--- src/rtl/stopwatch_ctrl.sv ---
// Stopwatch sequencer: counts 100 Hz tick edges as BCD mm:ss.cc with IDLE/RUN/LAP/PAUSE control.
// Define OVERFLOW_HOLD_EN to saturate at MAX_MIN:59.99 and force PAUSE instead of wrapping.
module stopwatch_ctrl #(
  parameter int MAX_MIN = 59,
  parameter int STATE_W = 2
) (
  input  logic               clk,
  input  logic               rst_n,
  input  logic               tick_100,
  input  logic               btn_ss,
  input  logic               btn_lr,
  output logic [23:0]        disp_bcd,
  output logic [STATE_W-1:0] state,
  output logic               running,
  output logic               overflow
);

  localparam logic [STATE_W-1:0] IDLE  = STATE_W'(0);
  localparam logic [STATE_W-1:0] RUN   = STATE_W'(1);
  localparam logic [STATE_W-1:0] LAP   = STATE_W'(2);
  localparam logic [STATE_W-1:0] PAUSE = STATE_W'(3);

  localparam logic [3:0]  MIN_T   = 4'(MAX_MIN / 10);
  localparam logic [3:0]  MIN_O   = 4'(MAX_MIN % 10);
  localparam logic [23:0] CNT_MAX = {MIN_T, MIN_O, 16'h5999};

  logic               tick_d;
  logic [23:0]        cnt, snap;
  logic [23:0]        cnt_nxt, snap_nxt, disp_nxt;
  logic [STATE_W-1:0] state_nxt;
  logic               ovf_nxt, tick_edge, counting, hold_stop;

  // Ripple the carry through the digits; minute wrap is handled by the caller.
  function automatic logic [23:0] bcd_inc(input logic [23:0] c);
    logic [23:0] r;
    r = c;
    if (c[3:0] != 4'd9) r[3:0] = c[3:0] + 4'd1;
    else begin
      r[3:0] = 4'd0;
      if (c[7:4] != 4'd9) r[7:4] = c[7:4] + 4'd1;
      else begin
        r[7:4] = 4'd0;
        if (c[11:8] != 4'd9) r[11:8] = c[11:8] + 4'd1;
        else begin
          r[11:8] = 4'd0;
          if (c[15:12] != 4'd5) r[15:12] = c[15:12] + 4'd1;
          else begin
            r[15:12] = 4'd0;
            if (c[19:16] != 4'd9) r[19:16] = c[19:16] + 4'd1;
            else begin
              r[19:16] = 4'd0;
              r[23:20] = c[23:20] + 4'd1;
            end
          end
        end
      end
    end
    return r;
  endfunction

  always_comb begin
    tick_edge = tick_100 & ~tick_d;
    counting  = (state == RUN) || (state == LAP);
    state_nxt = state;
    cnt_nxt   = cnt;
    snap_nxt  = snap;
    ovf_nxt   = overflow;
    hold_stop = 1'b0;

    // Increment decision uses the pre-transition state.
    if (tick_edge && counting) begin
      if (cnt == CNT_MAX) begin
`ifdef OVERFLOW_HOLD_EN
        hold_stop = 1'b1;
`else
        cnt_nxt = '0;
`endif
        ovf_nxt = 1'b1;
      end else begin
        cnt_nxt = bcd_inc(cnt);
      end
    end

    // btn_ss is checked first everywhere so it wins over btn_lr.
    case (state)
      IDLE:  if (btn_ss) state_nxt = RUN;
      RUN: begin
        if (btn_ss) state_nxt = PAUSE;
        else if (btn_lr) begin
          state_nxt = LAP;
          snap_nxt  = cnt;
        end
      end
      LAP: begin
        if (btn_ss) state_nxt = PAUSE;
        else if (btn_lr) state_nxt = RUN;
      end
      PAUSE: begin
        if (btn_ss) state_nxt = RUN;
        else if (btn_lr) begin
          state_nxt = IDLE;
          cnt_nxt   = '0;
          ovf_nxt   = 1'b0;
        end
      end
      default: state_nxt = IDLE;
    endcase

    if (hold_stop) state_nxt = PAUSE;
    disp_nxt = (state_nxt == LAP) ? snap_nxt : cnt_nxt;
  end

  always_ff @(posedge clk or negedge rst_n) begin
    if (!rst_n) begin
      tick_d   <= 1'b0;
      cnt      <= '0;
      snap     <= '0;
      state    <= IDLE;
      running  <= 1'b0;
      overflow <= 1'b0;
      disp_bcd <= '0;
    end else begin
      tick_d   <= tick_100;
      cnt      <= cnt_nxt;
      snap     <= snap_nxt;
      state    <= state_nxt;
      running  <= (state_nxt == RUN) || (state_nxt == LAP);
      overflow <= ovf_nxt;
      disp_bcd <= disp_nxt;
    end
  end

endmodule

--- config.mk ---
export PLATFORM = sky130hd
export DESIGN_NAME = stopwatch_ctrl
export DESIGN_NICKNAME = d
export VERILOG_FILES = /design/src/rtl/stopwatch_ctrl.sv
export SDC_FILE = /design/constraint.sdc
export NUM_CORES = 1
export LEC_CHECK = 0
export CORE_MARGIN = 4
export CORE_UTILIZATION = 53
export DETAILED_ROUTE_END_ITERATION = 10
export PLACE_DENSITY = 0.79
export SLEW_MARGIN = 20
export SYNTH_ARGS = -nofsm -noshare
export SYNTH_HDL_FRONTEND = slang
export SYNTH_SLANG_ARGS = --single-unit
--- constraint.sdc ---
create_clock -name clk -period 3 [get_ports clk]
set_clock_uncertainty 0.1 [all_clocks]
set_input_delay 0.45 -clock clk [delete_from_list [all_inputs] [get_ports clk]]
set_output_delay 0.45 -clock clk [all_outputs]
set_load 0.005 [all_outputs]
## Word-level counts from Yosys, hierarchy flattened

Index checks and enable logic that the tools add are counted.

| storage, ports and cells | value |
|---|---|
| register bits | 77 |
| bits in latches | 0 |
| bits in writable memories | 0 |
| bits in read-only memories | 0 |
| input port bits | 5 |
| memories | 0 |

| operators by class | value |
|---|---|
| add/subtract/negate cells | 6 |
| multipliers | 0 |
| divide/modulo/power cells | 0 |
| order comparisons | 0 |
| equal/unequal tests | 11 |
| shift-type cells | 0 |
| muxes and demuxes | 32 |
| bitwise operators | 2 |
| reductions and logical operators | 4 |

Operators by type and width:

| kind | number |
|---|---|
| two-way mux 24 bit | 9 |
| adder 4 x 1 -> 4 bit (second input constant) | 6 |
| == test 24 x 23 -> 1 bit (second input constant) | 1 |
| two-way mux 4 bit | 6 |
| two-way mux 20 bit | 1 |
| two-way mux 16 bit | 1 |
| != test 4 bit (second input constant) | 4 |
| two-way mux 2 bit | 7 |
| two-way mux 12 bit | 1 |
| two-way mux 8 bit | 1 |
| case mux 2 bit (4 select lines) | 1 |
| == test 2 bit (second input constant) | 3 |
| two-way mux 1 bit | 5 |
| == test 2 x 1 -> 1 bit (second input constant) | 2 |
| != test 4 x 3 -> 1 bit (second input constant) | 1 |
| logical NOT 2 bit | 1 |
| logical OR 1 bit | 2 |
| AND 1 bit | 1 |
| logical AND 1 bit | 1 |
| NOT 1 bit | 1 |

## Depth between registers and ports, before layout

| depth | value |
|---|---|
| depth in word-level cells | 12 |
| gate-level depth with buffers | 11 |
| mapped depth without buffers | 10 |

## Worst setup path after synthesis

Ideal clock, no wire load.

| path | value |
|---|---|
| path kind | flip-flop to flip-flop |
| start point | register state[1] |
| end point | register disp_bcd[10] |
| data arrival time | 2108 ps |
| data required time | 2765 ps |
| slack | 657 ps |
| cell stages (with the launch flop) | 11 |
| clock period less this slack | 2343 ps |
| cell sequence | dfrtp_1 > inv_1 > ha_1 > inv_1 > a21oi_1 > a311o_1 > o41ai_1 > ha_1 > buf_1 > clkbuf_1 > o31ai_1 |

| on the way | value |
|---|---|
| cells in the longest elaborated chain, start to end | 8 |
| elaborated cells on any way between the ends | 21 |
| classes of those cells | eq/ne: 4; mux: 14; reduce/logical: 3 |

Ends and longest elaborated chain:

| item | RTL line | text |
|---|---|---|
| from (decl) | 13 | `output logic [STATE_W-1:0] state,` |
| from (signal assigned) | 126 | `state <= state_nxt;` |
| == test 2 x 1 -> 1 bit / == test 2 bit (equally long branches) | 63, 85 |  |
| logical OR 1 bit | 63 | `counting = (state == RUN) \|\| (state == LAP);` |
| logical AND 1 bit | 71 | `if (tick_edge && counting) begin` |
| two-way mux 24 bit | 71 |  |
| two-way mux 24 bit | 100 | `else if (btn_lr) begin` |
| two-way mux 24 bit | 99 | `if (btn_ss) state_nxt = RUN;` |
| two-way mux 24 bit | 85 | `case (state)` |
| two-way mux 24 bit (*) | 110 | `disp_nxt = (state_nxt == LAP) ? snap_nxt : cnt_nxt;` |
| net disp_nxt[10] | 29 | `logic [23:0] cnt_nxt, snap_nxt, disp_nxt;` |
| to (signal assigned) | 129 | `disp_bcd <= disp_nxt;` |
| to (decl) | 12 | `output logic [23:0] disp_bcd,` |

The timed path passes the listed nets; every way through them passes the cells marked *.

## Final worst setup path

| path | value |
|---|---|
| start point | register cnt[1] |
| end point | register disp_bcd[21] |

| on the way | value |
|---|---|
| cells in the longest elaborated chain, start to end | 8 |
| elaborated cells on any way between the ends | 9 |
| classes of those cells | eq/ne: 2; mux: 7 |

Ends and longest elaborated chain:

| item | RTL line | text |
|---|---|---|
| from (decl) | 28 | `logic [23:0] cnt, snap;` |
| from (signal assigned) | 124 | `cnt <= cnt_nxt;` |
| != test 4 bit | 37 | `if (c[3:0] != 4'd9) r[3:0] = c[3:0] + 4'd1;` |
| two-way mux 20 bit | 37 |  |
| two-way mux 24 bit (*) | 72 | `if (cnt == CNT_MAX) begin` |
| two-way mux 24 bit (*) | 71 |  |
| two-way mux 24 bit | 100 |  |
| two-way mux 24 bit | 99 |  |
| two-way mux 24 bit (*) | 85 |  |
| two-way mux 24 bit (*) | 110 |  |
| net disp_nxt[21] | 29 |  |

Marked as above.

==> results by group <==
Flow run
  • Max_cap viols: 0

Global route
  • Pin count of the biggest net entering global routing: 78
  • Vias in the first global route: 2529
  • Grt total ovfl: 0
  • Antenna violations before repair: 0
  • First-pass GRT wire length: 11760 µm
  • GRT Util Overall: 0.1949

Yosys
  • Syn_area_per_cell: around 11 µm²
  • Top cells by count, synth: 77 x dfrtp_1, 34 x nand2_1, 32 x nor2_1
  • Top_reg_cell synth: dfrtp_1
  • Ys async rst share: 1.000
  • Post-synthesis adder-cell area fraction: 0.04640
  • Syn_nets: between 300 and 400
  • Synth top area share: 0.5496
  • Synth Area in Compound Gates: 0.08672
  • Cell with the most instances after synthesis: dfrtp_1
  • Post-synthesis simple-gate area fraction: 0.1734
  • Synthesized flop and latch total: just under 80
  • Post-synth EDFFs: 0
  • Post-Synthesis Cells: 319
  • Seq/Total Area, Yosys: 0.5496
  • Syn Std Cell Area: 3506 µm²
  • Largest family of logic cells by synthesized area: simple AND/OR/NAND/NOR gates
  • Xor and xnor area share after synthesis: 0.01999
  • Yosys warning count: 0
  • Post-synthesis mux area share: 0.09065
  • Most area-consuming cells after synthesis: dfrtp_1 55%, mux2_2 7.1%, ha_1 4.6%
  • Distinct cells, synth: 40
  • Synth area leader: dfrtp_1

Floorplanning
  • Die Span Y: 89.33 µm
  • Chip width: roughly 90 µm
  • Core area: 6386 µm²
  • Initial Utilization: 0.5490
  • Die area: roughly 8000 µm²
  • Top Ports: 33
  • Num rows: 29

Power
  • Clock share of power: 0.305
  • Seq pwr share: 0.436
  • Maximum vdd ir drop: between 500 and 600 µV
  • Leak: 1.966 nW
  • Comb pwr share: 0.259
  • Pint: 0.001969 W
  • Sw Share: 0.3030
  • Power density cells: about 690 nW/µm²
  • Net load switching power: 0.0008560 W

Timing
  • Time the worst path needs with I/O delays and setup: 2.467 ns
  • Slew Limit Fails: 0
  • Setup TNS Final: 0 ns
  • Final setup vio count: 0
  • Fin. Hold Viols: 0
  • Slew @ Worst Pin: 0.9096 ns
  • Slew headroom: 0.3936
  • Period utilization: 0.8223
  • Hold_ws: roughly 0.14 ns
  • Fmax: 405.4 MHz
  • RSZ-0062 raised after global routing: false

Setup path
  • Critical Path Max Stage Delay: 0.42 ns
  • Buf/Inv on CP: 1
  • CP max stage cell: dfrtp_1
  • Worst Path Class, Setup: reg2reg
  • Worst r2r src: cnt[1]
  • CP startpoint: cnt[1]
  • Crit-path cells: inv_1, ha_1, and3b_1, nand4_1, nor3_1, mux2_2, o21ai_0
  • Crit. End Element: register
  • Crit-path max FO: 10
  • Critical path data arrival time: 2.64 ns
  • CP startpoint kind: register
  • Worst path required time: between 3 and 4 ns
  • CP top delay family: simple AND/OR/NAND/NOR gates

Cells and area
  • Area occupied by multi-input gates: 1463 µm²
  • Area grow syn2layout: 17.24%
  • # diodes: 0
  • Share of layout cells above drive strength 1: 0.1536
  • Flip-flop and latch area: 1927 µm²
  • Post-route cell area: 4110 µm²
  • Fillers: around 500
  • Fin nets: 371

Route
  • Vias post-DR: 2451
  • Initial DRC Count: 128
  • Vias per Instance: 5.634
  • DRT Pass-1 Iters: 4
  • WL/cell: around 15 µm
  • Routed wire length: 6714 µm
  • Post-route ant nets: 0
  • DR DRC count: 0

CTS
  • Root Driver: clkbuf_8
  • Worst skew pair latency: 0.35 ns
  • Hold-fix buffers, CTS: 0
  • CTS tree: done
  • Clock-pin slew on the worst setup and hold paths: 0.08 ns
  • Num CTS Buffers: 9
  • Clock buffer depth: 2
  • Clock sink count: 77
  • Post-CTS Setup Repair Bufs: 0
  • Post_cts resized: 0
  • H-tree level count: 3

Worst hold path
  • HP Class: in2async

Placed design
  • Port Buf Inserts: 32
  • RD Place Congestion: between 0.8 and 0.9
  • Detailed placer's ending HPWL: 4603 µm
  • Placed cell areas: 3886 µm²

Outcome
  • Status: completed
## registers in the layout (all words and copies together) (netlist names)
name / cells
cnt: 24
snap: 24
running: 1
state: 2
disp_bcd: 24
tick_d: 1
overflow: 1
## layer usage
| metal | vias to the layer above | track usage | routed length (µm) |
|---|---|---|---|
| li1 | 1181 | - | - |
| met1 | 1207 | 0.2533 | 3049 |
| met2 | 52 | 0.3175 | 3263 |
| met3 | 11 | 0.03134 | 271 |
| met4 | 0 | 0.09608 | 129 |
| met5 | - | 0 | 0 |
## logic make-up after synthesis
| kind of cell | after synthesis |
|---|---|
| DFF | 77 |
| buffers and inverters | 25 |
| muxes | 29 |
| xor gates and xnor gates | 8 |
| and+or+nand+nor | 118 |
| AOI/OAI and AO/OA | 49 |
| adders and majority gates | 13 |
## final timing paths
check                           cells past startpoint           end  slack (ns)
worst min-delay path                                1       snap[5]        0.14
worst max register to register                      7  disp_bcd[21]        0.53
worst min register to register                      1      overflow        0.39
max in group asynchronous                           1       snap[0]        2.09
min in group clk                                    1      overflow        0.39
worst max-delay path                                7  disp_bcd[21]        0.53
## power groups by stage
stage / logic [W] / clock network [W] / registers (W)
2_1_floorplan: 0.000451 / 0 / 0.00124
3_3_place_gp: 0.000723 / 0 / 0.00125
3_5_place_dp: 0.000728 / 0 / 0.00125
4_1_cts: 0.000737 / 0.000878 / 0.00123
5_1_grt: 0.000843 / 0.000920 / 0.00125
6_report: 0.000732 / 0.000860 / 0.00123
## cells in the final DEF (no fill, tap or decap), types with 3 or more instances in the layout
cell type	instances
nor2b_1	4
nand2_1	34
nor3_1	9
xnor2_1	4
dfrtp_1	77
a31oi_1	3
o41ai_1	3
mux2i_1	7
nor2_1	32
and3b_1	5
a21oi_1	12
clkbuf_8	10
nand3b_1	5
mux2_2	22
nand4_1	3
clkdlybuf4s50_1	31
inv_1	10
ha_1	13
buf_4	7
xor2_1	4
o21ai_0	16
nand3_1	11
o31ai_1	10
## cell type report
| class | instances | share of cell area |
|---|---|---|
| tap | 77 | 0.02344 |
| clock buffer | 10 | 0.03349 |
| sequential | 77 | 0.4688 |
| timing repair buffer | 38 | 0.08828 |
| inverter | 10 | 0.009132 |
| clock inverter | 6 | 0.02100 |
| multi-input combinational | 217 | 0.3559 |
## metrics by stage
step	cells	power [W]	utilization	worst slack, ns
after floorplan	319	0.001693	-	0.6568
after global routing	435	0.003013	0.6436	0.2655
after CTS	435	0.002847	0.6436	0.5345
final	435	0.002825	0.6436	0.5331
after global placement	419	0.001970	0.6085	0.4287
after detailed placement	419	0.001978	0.6085	0.4105
Power figures use the tool's default switching activity.
